## src/rtl/key_scan_pkg.sv

```systemverilog
// key_scan_pkg: shared types and helpers for the key matrix scanner.
// Holds the scan FSM state encoding and the cell-index mapping that ties a
// (column, row) key position to its bit in the flattened N*N cell bitmap.
package key_scan_pkg;

    // Grid size used when a caller does not pass one explicitly.
    localparam int DEFAULT_N = 8;

    // Column scan sequence: wait, drive and settle, sample, break-before-make.
    typedef enum logic [1:0] {
        IDLE    = 2'd0,
        SETTLE  = 2'd1,
        SAMPLE  = 2'd2,
        ADVANCE = 2'd3
    } key_scan_state_t;

    // Bit position of key (x, y) in the cell bitmap: row-major, row y, column x.
    function automatic int cell_index(input int x, input int y, input int n = DEFAULT_N);
        return n * y + x;
    endfunction

endpackage

```

## src/rtl/key_debouncer.sv

```systemverilog
// key_debouncer: per-key frame-rate debouncer.
// Each time its column is sampled, the synchronized row level is compared
// with the key's stable state. DEBOUNCE_FRAMES consecutive disagreeing
// samples flip the stable state; any agreeing sample restarts the count.
// 'rose' is a one-cycle pulse that accompanies a stable 0->1 flip.
module key_debouncer #(
    parameter int DEBOUNCE_FRAMES = 3
) (
    input  logic clk,
    input  logic rst,
    input  logic sample_ena,
    input  logic raw,
    output logic stable,
    output logic rose
);

    localparam int CW = (DEBOUNCE_FRAMES > 1) ? $clog2(DEBOUNCE_FRAMES + 1) : 1;
    localparam logic [CW-1:0] CNT_LAST = CW'(DEBOUNCE_FRAMES - 1);

    logic [CW-1:0] cnt_reg;
    logic          stable_reg;
    logic          rose_reg;

    // Count disagreeing samples; flip stable state once enough accumulate.
    always_ff @(posedge clk) begin
        if (rst) begin
            cnt_reg    <= '0;
            stable_reg <= 1'b0;
            rose_reg   <= 1'b0;
        end else begin
            rose_reg <= 1'b0;
            if (sample_ena) begin
                if (raw == stable_reg) begin
                    cnt_reg <= '0;
                end else if (cnt_reg == CNT_LAST) begin
                    // The counter clears on the flip so it never passes the threshold.
                    stable_reg <= raw;
                    cnt_reg    <= '0;
                    rose_reg   <= raw;
                end else begin
                    cnt_reg <= cnt_reg + 1'b1;
                end
            end
        end
    end

    assign stable = stable_reg;
    assign rose   = rose_reg;

endmodule

```

## src/rtl/key_matrix_scanner.sv

```systemverilog
// key_matrix_scanner: scans an N x N key matrix one column at a time and
// reconstructs a debounced N*N cell bitmap (bit N*y+x = row y, column x).
// Optional build macro KEY_MATRIX_TOGGLE_EN: when defined, each stable press
// inverts its cell bit (latching edit mode); otherwise cells mirror the
// debounced key levels.
module key_matrix_scanner
    import key_scan_pkg::*;
#(
    parameter int N               = 8,
    parameter int SETTLE_CYCLES   = 16,
    parameter int DEBOUNCE_FRAMES = 3
) (
    input  logic                   clk,
    input  logic                   rst,
    input  logic                   ena,
    input  logic [N-1:0]           rows_sense,
    output logic [N-1:0]           cols_drive,
    output logic [$clog2(N):0]     x,
    output logic [N*N-1:0]         cells,
    output logic                   cells_changed,
    output logic                   frame_done
);

    localparam int XW  = $clog2(N) + 1;
    localparam int SCW = $clog2(SETTLE_CYCLES);
    localparam logic [XW-1:0]  X_LAST      = XW'(N - 1);
    localparam logic [SCW-1:0] SETTLE_LAST = SCW'(SETTLE_CYCLES - 1);

    key_scan_state_t state_reg;
    logic [XW-1:0]   x_reg;
    logic [XW-1:0]   x_next;
    logic [SCW-1:0]  settle_cnt_reg;
    logic [N-1:0]    cols_drive_reg;
    logic            frame_done_reg;

    logic [N-1:0]    rows_meta_reg;
    logic [N-1:0]    rows_sync_reg;

    logic [N*N-1:0]  stable_vec;
    logic [N*N-1:0]  rose_vec;

    // One-hot column select for a given column index.
    function automatic logic [N-1:0] col_select(input logic [XW-1:0] col);
        logic [N-1:0] one;
        one    = '0;
        one[0] = 1'b1;
        return one << col;
    endfunction

    assign x_next = (x_reg == X_LAST) ? '0 : x_reg + 1'b1;

    // Two-flop synchronizer for the asynchronous row sense lines.
    always_ff @(posedge clk) begin
        if (rst) begin
            rows_meta_reg <= '0;
            rows_sync_reg <= '0;
        end else begin
            rows_meta_reg <= rows_sense;
            rows_sync_reg <= rows_meta_reg;
        end
    end

    // Scan FSM: drive a column, let it settle, sample it, then release and step.
    always_ff @(posedge clk) begin
        if (rst) begin
            state_reg      <= IDLE;
            x_reg          <= '0;
            settle_cnt_reg <= '0;
            cols_drive_reg <= '0;
            frame_done_reg <= 1'b0;
        end else begin
            frame_done_reg <= 1'b0;
            case (state_reg)
                IDLE: begin
                    if (ena) begin
                        state_reg      <= SETTLE;
                        settle_cnt_reg <= '0;
                        cols_drive_reg <= col_select(x_reg);
                    end
                end
                SETTLE: begin
                    // The drive must outlast the synchronizer delay before sampling.
                    if (settle_cnt_reg == SETTLE_LAST) begin
                        state_reg <= SAMPLE;
                    end else begin
                        settle_cnt_reg <= settle_cnt_reg + 1'b1;
                    end
                end
                SAMPLE: begin
                    // Release the column for one cycle so two columns never overlap.
                    state_reg      <= ADVANCE;
                    cols_drive_reg <= '0;
                    frame_done_reg <= (x_reg == X_LAST);
                end
                ADVANCE: begin
                    x_reg <= x_next;
                    if (ena) begin
                        state_reg      <= SETTLE;
                        settle_cnt_reg <= '0;
                        cols_drive_reg <= col_select(x_next);
                    end else begin
                        state_reg <= IDLE;
                    end
                end
                default: begin
                    state_reg      <= IDLE;
                    cols_drive_reg <= '0;
                end
            endcase
        end
    end

    // One debouncer per key; a key is sampled only while its column is in SAMPLE.
    generate
        for (genvar gi = 0; gi < N; gi++) begin : g_col
            for (genvar gj = 0; gj < N; gj++) begin : g_row
                localparam int IDX = cell_index(gi, gj, N);
                logic sample_ena;
                assign sample_ena = (state_reg == SAMPLE) && (x_reg == XW'(gi));
                key_debouncer #(
                    .DEBOUNCE_FRAMES (DEBOUNCE_FRAMES)
                ) u_key (
                    .clk        (clk),
                    .rst        (rst),
                    .sample_ena (sample_ena),
                    .raw        (rows_sync_reg[gj]),
                    .stable     (stable_vec[IDX]),
                    .rose       (rose_vec[IDX])
                );
            end
        end
    endgenerate

`ifdef KEY_MATRIX_TOGGLE_EN
    logic [N*N-1:0] toggle_reg;

    // Latch each press as an inversion of its cell bit.
    always_ff @(posedge clk) begin
        if (rst) begin
            toggle_reg <= '0;
        end else begin
            toggle_reg <= toggle_reg ^ rose_vec;
        end
    end

    // The pending inversion is folded in so cells update in the same ADVANCE
    // cycle as the stable flip; rose is only ever set alongside a high stable.
    assign cells         = toggle_reg ^ rose_vec;
    assign cells_changed = |(rose_vec & stable_vec);
`else
    logic [N*N-1:0] stable_prev_reg;

    // Previous stable levels, used to spot release flips.
    always_ff @(posedge clk) begin
        if (rst) begin
            stable_prev_reg <= '0;
        end else begin
            stable_prev_reg <= stable_vec;
        end
    end

    // Cells follow the debounced levels; any press or release flip is a change.
    assign cells         = stable_vec;
    assign cells_changed = |(rose_vec | (stable_prev_reg & ~stable_vec));
`endif

    assign cols_drive = cols_drive_reg;
    assign x          = x_reg;
    assign frame_done = frame_done_reg;

endmodule

```

## config.mk

```make
export PLATFORM = sky130hd
export DESIGN_NAME = key_matrix_scanner
export DESIGN_NICKNAME = d
export VERILOG_FILES = /design/src/rtl/key_scan_pkg.sv /design/src/rtl/key_debouncer.sv /design/src/rtl/key_matrix_scanner.sv
export SDC_FILE = /design/constraint.sdc
export NUM_CORES = 1
export LEC_CHECK = 0
export ABC_AREA = 1
export ABC_CLOCK_PERIOD_IN_PS = 3000
export BUFFER_PORTS_ARGS = -buffer_cell sky130_fd_sc_hd__buf_2
export CORE_ASPECT_RATIO = 0.5
export CORE_MARGIN = 3
export CORE_UTILIZATION = 45
export DETAILED_ROUTE_END_ITERATION = 10
export GPL_ROUTABILITY_DRIVEN = 1
export PLACE_DENSITY_LB_ADDON = 0.3
export SLEW_MARGIN = 20
export SYNTH_ARGS = -nofsm -noshare
export SYNTH_HDL_FRONTEND = slang
export SYNTH_SLANG_ARGS = --single-unit
```

## constraint.sdc

```tcl
create_clock -name clk -period 3 [get_ports clk]
set_clock_uncertainty 0.15 [all_clocks]
set_input_delay 0.45 -clock clk [delete_from_list [all_inputs] [get_ports clk]]
set_output_delay 0.45 -clock clk [all_outputs]
set_load 0.01 [all_outputs]
```

==> impl_summary.txt, run 1 <==
----------------------------------------------------
[Run status]
  Result of the run ... finished, final reports clean

[Clock network]
  TritonCTS clock tree ... yes
  Number of post-CTS setup repair buffers ... 0
  Clock Sinks ... roughly 360
  Root Driver ... sky130_fd_sc_hd__clkbuf_16
  Buffer levels on the longest clock path ... 3
  CTS H-tree depth ... 1
  Number of CTS-inserted buffers ... 31
  CTS clock-pin slew for the worst setup and hold paths ... 0.07 ns
  Skew-Pair Late Insertion Delay ... ~0.57 ns

[Power and ir drop]
  Sequential Power Share ... 50.7%
  PD cells ... 601 nW/µm²
  Clock network fraction of total power ... 43.1%
  Fraction of power consumed by combinational cells ... 6.2%
  Share of total power consumed by net switching ... 23.3%
  Maximum VDD drop ... 462 µV
  Design internal power ... 0.00728 W
  Switch Pwr ... 0.00221 W
  Leakage power of the design ... 5.80 nW

[GRT]
  First-pass GRT wire length ... 50.6 mm
  Vias in the first global route ... approximately 10000
  Global-route usage over all layers ... 18.1%
  GRT overflow ... 0
  Initial antenna violation count ... 0
  Maximum number of pins on one net before global-route repair ... 131

[STA]
  Final count of hold timing violations ... 0
  Worst Setup Slack, final ... 0.422 ns
  Peak clock frequency supported by timing ... 0.388 GHz
  Relative slew slack ... 53.5%
  Least-Margin Pin Slew ... about 0.70 ns
  Post-layout min period ... 2.58 ns
  Worst-case hold slack ... 0.0786 ns
  Setup-failing EPs final ... 0
  RSZ-0062 raised after global routing ... false
  Total count of max-transition violations in the final report ... 0
  Period utilization ... 85.9%
  Sum of negative setup slack ... 0 ns

[Detailed routing]
  Post-DR wirelength/cell ... 13.5 µm
  Via count normalized by instance count ... 4.73
  Antenna Nets Post-Route ... 0
  Residual DRC count ... 0
  Total wire length ... 31.2 mm
  Via count ... 10900
  Drt first pass iters ... 5
  Iter 0 DRT Violations ... 885

[Finish]
  Leading cell types in the layout, fill and taps excluded ... 355 x sky130_fd_sc_hd__dfxtp_1, 342 x sky130_fd_sc_hd__nand2_1, 260 x sky130_fd_sc_hd__nor2_1
  Number of flip-flops in the largest register ... about 130
  Count of inserted antenna diode cells ... 0
  Layout area overhead ... 10.0%
  Total number of nets in the final design ... between 1500 and 2000
  Final standard cell count with taps included and fillers excluded ... 2312
  Commonest non-fill, non-tap cell in the layout ... sky130_fd_sc_hd__dfxtp_1
  Final core occ ... 51.2%
  Fraction of final layout cells sized beyond drive strength 1 ... 10.5%

[Floorplan]
  Std cell rows ... 45
  Height of the die ... 132 µm
  Area of the core ... 30900 µm²
  Starting Density ... 46.5%
  Die Area ... roughly 34000 µm²
  Overall die width ... 259 µm
  Number of top-level design ports ... 89

[Placement]
  Total placed cells including tap cells ... 2249
  IO Port Bufs ... 88
  Dpl ws ... 0.565 ns
  Dpl hpwl ... between 20 and 25 mm
  Placer's final routability congestion estimate ... 0.758

[Hold path]
  Hold Path Class ... primary input to flip-flop

[Yosys]
  Fraction of synthesized cell area taken by the top area cell type ... between 40% and 50%
  Avg Inst Size Synth ... 7.75 µm²
  Yosys warns ... 0
  Biggest area consumer among synthesized cells ... sky130_fd_sc_hd__dfxtp_1
  Top cells by area in the synthesized netlist ... sky130_fd_sc_hd__dfxtp_1 50%, sky130_fd_sc_hd__nand2_1 8.9%, sky130_fd_sc_hd__nor2_1 6.8%, sky130_fd_sc_hd__inv_1 5.9%, sky130_fd_sc_hd__a21oi_1 5.1%
  Number of register bits inferred by synthesis ... around 360
  Unique masters post-synth ... 29
  Mapped cell area ... roughly 14000 µm²
  Synthesized netlist cell count ... about 1900
  Sequential share of the synthesized area ... between 40% and 50%
  Post-synthesis net count ... 1874

[Run]
  Maximum capacitance violations ... 0

[Setup path]
  Element type at the critical path end ... output pin
  Data required time at the worst endpoint ... ~2.4 ns
  Kind of launch point of the worst setup path ... flip-flop
  Path type of the worst setup path ... flip-flop to output pin
  Crit path DAT ... 1.98 ns
  Peak fanout along the critical path ... 3

----------------------------------------------------
## cells in the mapped netlist
library cell / n
sky130_fd_sc_hd__dfxtp_1: 355
sky130_fd_sc_hd__nand2_1: 342
sky130_fd_sc_hd__nor2_1: 260
sky130_fd_sc_hd__inv_1: 227
sky130_fd_sc_hd__a21oi_1: 147
sky130_fd_sc_hd__nand3_1: 127
sky130_fd_sc_hd__o21ai_0: 91
sky130_fd_sc_hd__buf_4: 64
sky130_fd_sc_hd__xnor2_1: 61
sky130_fd_sc_hd__o21ai_1: 38
sky130_fd_sc_hd__clkbuf_1: 30
sky130_fd_sc_hd__nand3_2: 15
sky130_fd_sc_hd__buf_2: 13
sky130_fd_sc_hd__ha_1: 12
sky130_fd_sc_hd__nand4_1: 11
sky130_fd_sc_hd__buf_1: 10
sky130_fd_sc_hd__nor2_4: 8
sky130_fd_sc_hd__nor2_8: 8
sky130_fd_sc_hd__nor2_2: 6
sky130_fd_sc_hd__buf_6: 5
sky130_fd_sc_hd__nand2_2: 4
sky130_fd_sc_hd__nand2_4: 4
sky130_fd_sc_hd__o21ai_2: 3
sky130_fd_sc_hd__xor2_1: 3
sky130_fd_sc_hd__nor3_1: 2
sky130_fd_sc_hd__or2_2: 2
sky130_fd_sc_hd__a21oi_2: 1
sky130_fd_sc_hd__clkinv_1: 1
sky130_fd_sc_hd__nor3_4: 1
## worst paths after layout
check | from | cells after the start | slack [ns] | end
max | g_col[0].g_row[7].u_key.stable | 10 | 0.42 | cells_changed
min | rst | 2 | 0.08 | g_col[5].g_row[4].u_key.cnt_reg[0]
max reg2reg | state_reg[0] | 9 | 0.54 | g_col[1].g_row[6].u_key.stable
min reg2reg | rows_meta_reg[7] | 2 | 0.25 | rows_sync_reg[7]
## power by group through the flow
stage	Clock, W	Sequential [W]	Combinational [W]
3_5_place_dp	0	0.00492	0.000581
5_1_grt	0.00435	0.00482	0.000675
2_1_floorplan	0	0.00490	0.000466
4_1_cts	0.00417	0.00482	0.000594
6_report	0.00409	0.00482	0.000587
3_3_place_gp	0	0.00492	0.000579
## timing repair
item / CTS / global route
resized for setup: 0 / 0
endpoints found under the hold margin: 8 / 0
hold buffers: 8 / 0
## metrics by stage
stage          instance area, µm²  power, W
2_1_floorplan               14400   0.00537
3_3_place_gp                14700   0.00550
3_5_place_dp                14700   0.00550
4_1_cts                     15800   0.00958
5_1_grt                     15800   0.00985
6_report                    15800   0.00949
## worst max-delay path, stage by stage (launching register included)
cell	delay, ns
sky130_fd_sc_hd__dfxtp_1	0.40
sky130_fd_sc_hd__inv_1	0.07
sky130_fd_sc_hd__nand2_1	0.17
sky130_fd_sc_hd__nand2_1	0.07
sky130_fd_sc_hd__nor2_1	0.11
sky130_fd_sc_hd__nand2_1	0.08
sky130_fd_sc_hd__nor2_1	0.12
sky130_fd_sc_hd__nand2_1	0.07
sky130_fd_sc_hd__nor2_1	0.08
sky130_fd_sc_hd__nand2_1	0.09
sky130_fd_sc_hd__buf_2	0.15
## kinds of logic (layout without fill, tap and decap cells)
logic type	after synthesis	after routing	share of synthesized area [%]
adders and majority gates	12	12	1.05
and+or+nand+nor	790	790	24.5
AOI/OAI and AO/OA	280	280	9.87
DFF	355	355	49.5
buffers and inverters	350	388	11.2
xor gates and xnor gates	64	64	3.91
## area by class of cell
| cell class | count | area, µm² |
|---|---|---|
| fillers | 2975 | 15100 |
| flip-flops and latches | 355 | 7110 |
| multi-input cells | 1146 | 5640 |
| clock buffers | 46 | 912 |
| inverters | 228 | 856 |
| repair buffers | 105 | 619 |
| well taps | 423 | 529 |
| clock inverters | 9 | 126 |
## metal layers
| metal | routed length (µm) | up-vias | track usage [%] |
|---|---|---|---|
| li1 | - | 5768 | - |
| met1 | 16100 | 4976 | 26.1 |
| met2 | 13400 | 159 | 28.8 |
| met3 | 1110 | 42 | 2.76 |
| met4 | 627 | 0 | 3.88 |
| met5 | 0 | - | 0 |
No activity file was read; power rests on OpenSTA's default activity.
==> inputs of run 2 (changes only) <==
--- a/config.mk
+++ b/config.mk
@@ -5,12 +5,13 @@
 export SDC_FILE = /design/constraint.sdc
 export NUM_CORES = 1
 export LEC_CHECK = 0
-export ABC_AREA = 1
+export ABC_AREA = 0
 export ABC_CLOCK_PERIOD_IN_PS = 3000
 export BUFFER_PORTS_ARGS = -buffer_cell sky130_fd_sc_hd__buf_2
 export CORE_ASPECT_RATIO = 0.5
 export CORE_MARGIN = 3
 export CORE_UTILIZATION = 45
+export CTS_CLUSTER_SIZE = 30
 export DETAILED_ROUTE_END_ITERATION = 10
 export GPL_ROUTABILITY_DRIVEN = 1
 export PLACE_DENSITY_LB_ADDON = 0.3
==> run 2 against run 1 <==
The run now ends with negative setup slack left; via count fell by 5.2%; fmax fell by 15%; core utilization rose by 0.81 points; critical path depth fell by 4; global-route usage rose by 2.0 points; non-clock buffer count rose by 37; critical endpoint unchanged; clock power barely moved; highest routed layer unchanged; hold slack improved by 0.041 ns; register-to-register slack improved by 0.05 ns; wire length rose by 12%.
==> impl_summary.txt, run 2 <==
----------------------------------------------------
[STA]
  Relative slew slack ... about 48%
  Peak clock frequency supported by timing ... 0.328 GHz
  Worst-case hold slack ... between 0.1 and 0.15 ns
  Setup-failing EPs final ... 1
  RSZ-0062 raised after global routing ... true
  Least-Margin Pin Slew ... 0.776 ns
  Final count of hold timing violations ... 0
  Total count of max-transition violations in the final report ... 0
  Worst Setup Slack, final ... -0.0459 ns
  Post-layout min period ... 3.05 ns
  Period utilization ... 102%

[Placement]
  IO Port Bufs ... 88
  Dpl hpwl ... 24.3 mm
  Placer's final routability congestion estimate ... slightly above 0.8
  Dpl ws ... 0.217 ns

[Detailed routing]
  Residual DRC count ... 0
  Iter 0 DRT Violations ... 761
  Total wire length ... 34.8 mm
  Via count normalized by instance count ... between 5 and 6
  Via count ... 10400
  Antenna Nets Post-Route ... 0
  Post-DR wirelength/cell ... between 15 and 20 µm
  Drt first pass iters ... 6

[Clock network]
  Number of CTS-inserted buffers ... 31
  Buffer levels on the longest clock path ... 3
  Root Driver ... sky130_fd_sc_hd__clkbuf_16
  Skew-Pair Late Insertion Delay ... 0.57 ns
  CTS H-tree depth ... 1
  CTS clock-pin slew for the worst setup and hold paths ... roughly 0.070 ns
  Clock Sinks ... approximately 360
  TritonCTS clock tree ... yes

[Floorplan]
  Die Area ... 33800 µm²
  Number of top-level design ports ... 89
  Overall die width ... 257 µm
  Starting Density ... 46.2%
  Area of the core ... 30700 µm²
  Height of the die ... between 100 and 150 µm
  Std cell rows ... 45

[Power and ir drop]
  Leakage power of the design ... 5.94 nW
  Maximum VDD drop ... about 490 µV
  PD cells ... 594 nW/µm²

[Run status]
  Result of the run ... finished with violations
  Failing checks ... negative setup slack

[Yosys]
  Avg Inst Size Synth ... a little over 9 µm²
  Count of flip-flops with a built-in enable after synthesis ... 0
  Biggest area consumer among synthesized cells ... sky130_fd_sc_hd__dfxtp_1
  Top cells by area in the synthesized netlist ... sky130_fd_sc_hd__dfxtp_1 50%, sky130_fd_sc_hd__mux2i_1 6.3%, sky130_fd_sc_hd__nor2_1 5.8%, sky130_fd_sc_hd__xnor2_1 4.0%, sky130_fd_sc_hd__nand2_1 3.8%
  Most frequent cell after synthesis ... sky130_fd_sc_hd__dfxtp_1
  Number of register bits inferred by synthesis ... between 300 and 400
  Unique masters post-synth ... 45
  Mapped cell area ... around 14000 µm²
  Fraction of synthesized cell area taken by the top area cell type ... roughly half
  Top flip-flop cell by instance count after synthesis ... sky130_fd_sc_hd__dfxtp_1
  Yosys warns ... 0
  Async set or reset register ratio after synthesis ... 0%
  Post-synthesis net count ... ~1600
  Sequential share of the synthesized area ... approximately 50%
  Synthesized netlist cell count ... 1566
  Ranking of synthesized cells by instance count ... 355 x sky130_fd_sc_hd__dfxtp_1, 220 x sky130_fd_sc_hd__nor2_1, 142 x sky130_fd_sc_hd__nand2_1

[Setup path]
  Data required time at the worst endpoint ... 2.40 ns
  Slowest-stage cell, CP ... sky130_fd_sc_hd__or4_4
  Launch instance of the worst register-to-register path ... x[3]
  Element type at the critical path end ... output pin
  Kind of launch point of the worst setup path ... flip-flop
  Reg-to-reg endpoint ... g_col[7].g_row[3].u_key.stable
  Path type of the worst setup path ... flip-flop to output pin
  Delay contributed by the slowest stage of the critical path ... 0.53 ns
  Number of cells on the worst reg-to-reg path ... 6
  End point of the critical path ... cells_changed
  Crit path DAT ... roughly 2.5 ns
  Peak fanout along the critical path ... 6
  Critical-path cell list ... nand2b_1, o2111ai_2, nor4_4, nand3_1, or4_4, buf_6
  Crit. Startpoint ... g_col[3].g_row[2].u_key.stable
  Worst R2R Setup Slack ... 0.59 ns

[GRT]
  Global-route usage over all layers ... around 20%
  Maximum number of pins on one net before global-route repair ... 88
  GRT overflow ... 0
  Initial antenna violation count ... 0
  Vias in the first global route ... 9368
  First-pass GRT wire length ... 53.8 mm

[Finish]
  Fraction of final layout cells sized beyond drive strength 1 ... between 10 and 15%
  Leading cell types in the layout, fill and taps excluded ... 348 x sky130_fd_sc_hd__dfxtp_1, 220 x sky130_fd_sc_hd__nor2_1, 142 x sky130_fd_sc_hd__nand2_1
  Commonest non-fill, non-tap cell in the layout ... sky130_fd_sc_hd__dfxtp_1
  Number of flip-flops in the largest register ... 128
  Layout area overhead ... 12.5%
  Total number of nets in the final design ... between 1500 and 2000
  Final core occ ... 52.0%
  Filler cell count in the final layout ... 2814
  Count of inserted antenna diode cells ... 0

[Run]
  Maximum capacitance violations ... 0

[Hold path]
  Hold Path Class ... primary input to flip-flop

----------------------------------------------------
## run 2: how the worst min path moves through the flow
stage,from,to,slack (ns),cells after the start
2_1_floorplan,rows_meta_reg[0],rows_sync_reg[0],0.26,1
3_3_place_gp,rows_meta_reg[0],rows_sync_reg[0],0.27,1
3_5_place_dp,rows_meta_reg[1],rows_sync_reg[1],0.28,1
4_1_cts,rst,x[2],0.12,2
5_1_grt,rst,settle_cnt_reg[1],0.14,2
6_report,rst,state_reg[1],0.12,2
## run 2: stage by stage
stage	TNS, ns	instance area, µm²	std cells	total power (W)
after global placement	0	14700	1979	0.00546
after global routing	-0.0991	15900	2045	0.00981
after detailed placement	0	14700	1979	0.00546
final	-0.0459	15900	2045	0.00947
after floorplan	0	14200	1566	0.00530
after CTS	-0.0355	15900	2045	0.00954
## run 2: worst max-delay path: cells and delay by family (launching register included)
kind	cells	cell delay, ns
AND/OR/NAND/NOR	4	1.19
flip-flops	1	0.37
AO/OA/AOI/OAI	1	0.17
buffers and inverters	1	0.14
## run 2: where the power goes
group / switching [W] / internal [W] / leakage [nW]
Clock: 0.00180 / 0.00230 / 0.507
Combinational: 0.000382 / 0.000195 / 2.56
Sequential: 0.0000377 / 0.00475 / 2.87
## run 2: logic make-up after synthesis
logic type      synth area share (%)
simple gates                    24.2
flops                           50.2
buf+inv                         7.48
compound gates                  6.76
mux                             6.29
xor+xnor                        4.08
fa+ha+maj                       1.06
## run 2: what timing repair did
| action | CTS | global route |
|---|---|---|
| gates resized for setup | 17 | 7 |
| buffers inserted | 0 | 0 |
| endpoints found under the hold margin | 8 | 0 |
| setup endpoints to repair | 1 | 1 |
| pin swaps | 3 | 0 |
| gates cloned | 0 | 0 |
| hold buffers | 8 | 0 |
## run 2: final cells by class
type / instances / area (µm²) / area share, %
clock buffers: 38 / 822 / 5.15
clock inverters: 20 / 214 / 1.34
inverters: 63 / 236 / 1.48
multi-input cells: 1004 / 6090 / 38.2
flip-flops and latches: 355 / 7120 / 44.6
well taps: 423 / 529 / 3.32
repair buffers: 142 / 932 / 5.84
## run 2: routing by layer
layer	track usage (%)	routed length [µm]	share of wire [%]
met2	31.3	15000	43
met5	0	0	0
met3	3.52	1700	4.9
met4	4.34	645	1.9
met1	29.1	17400	50
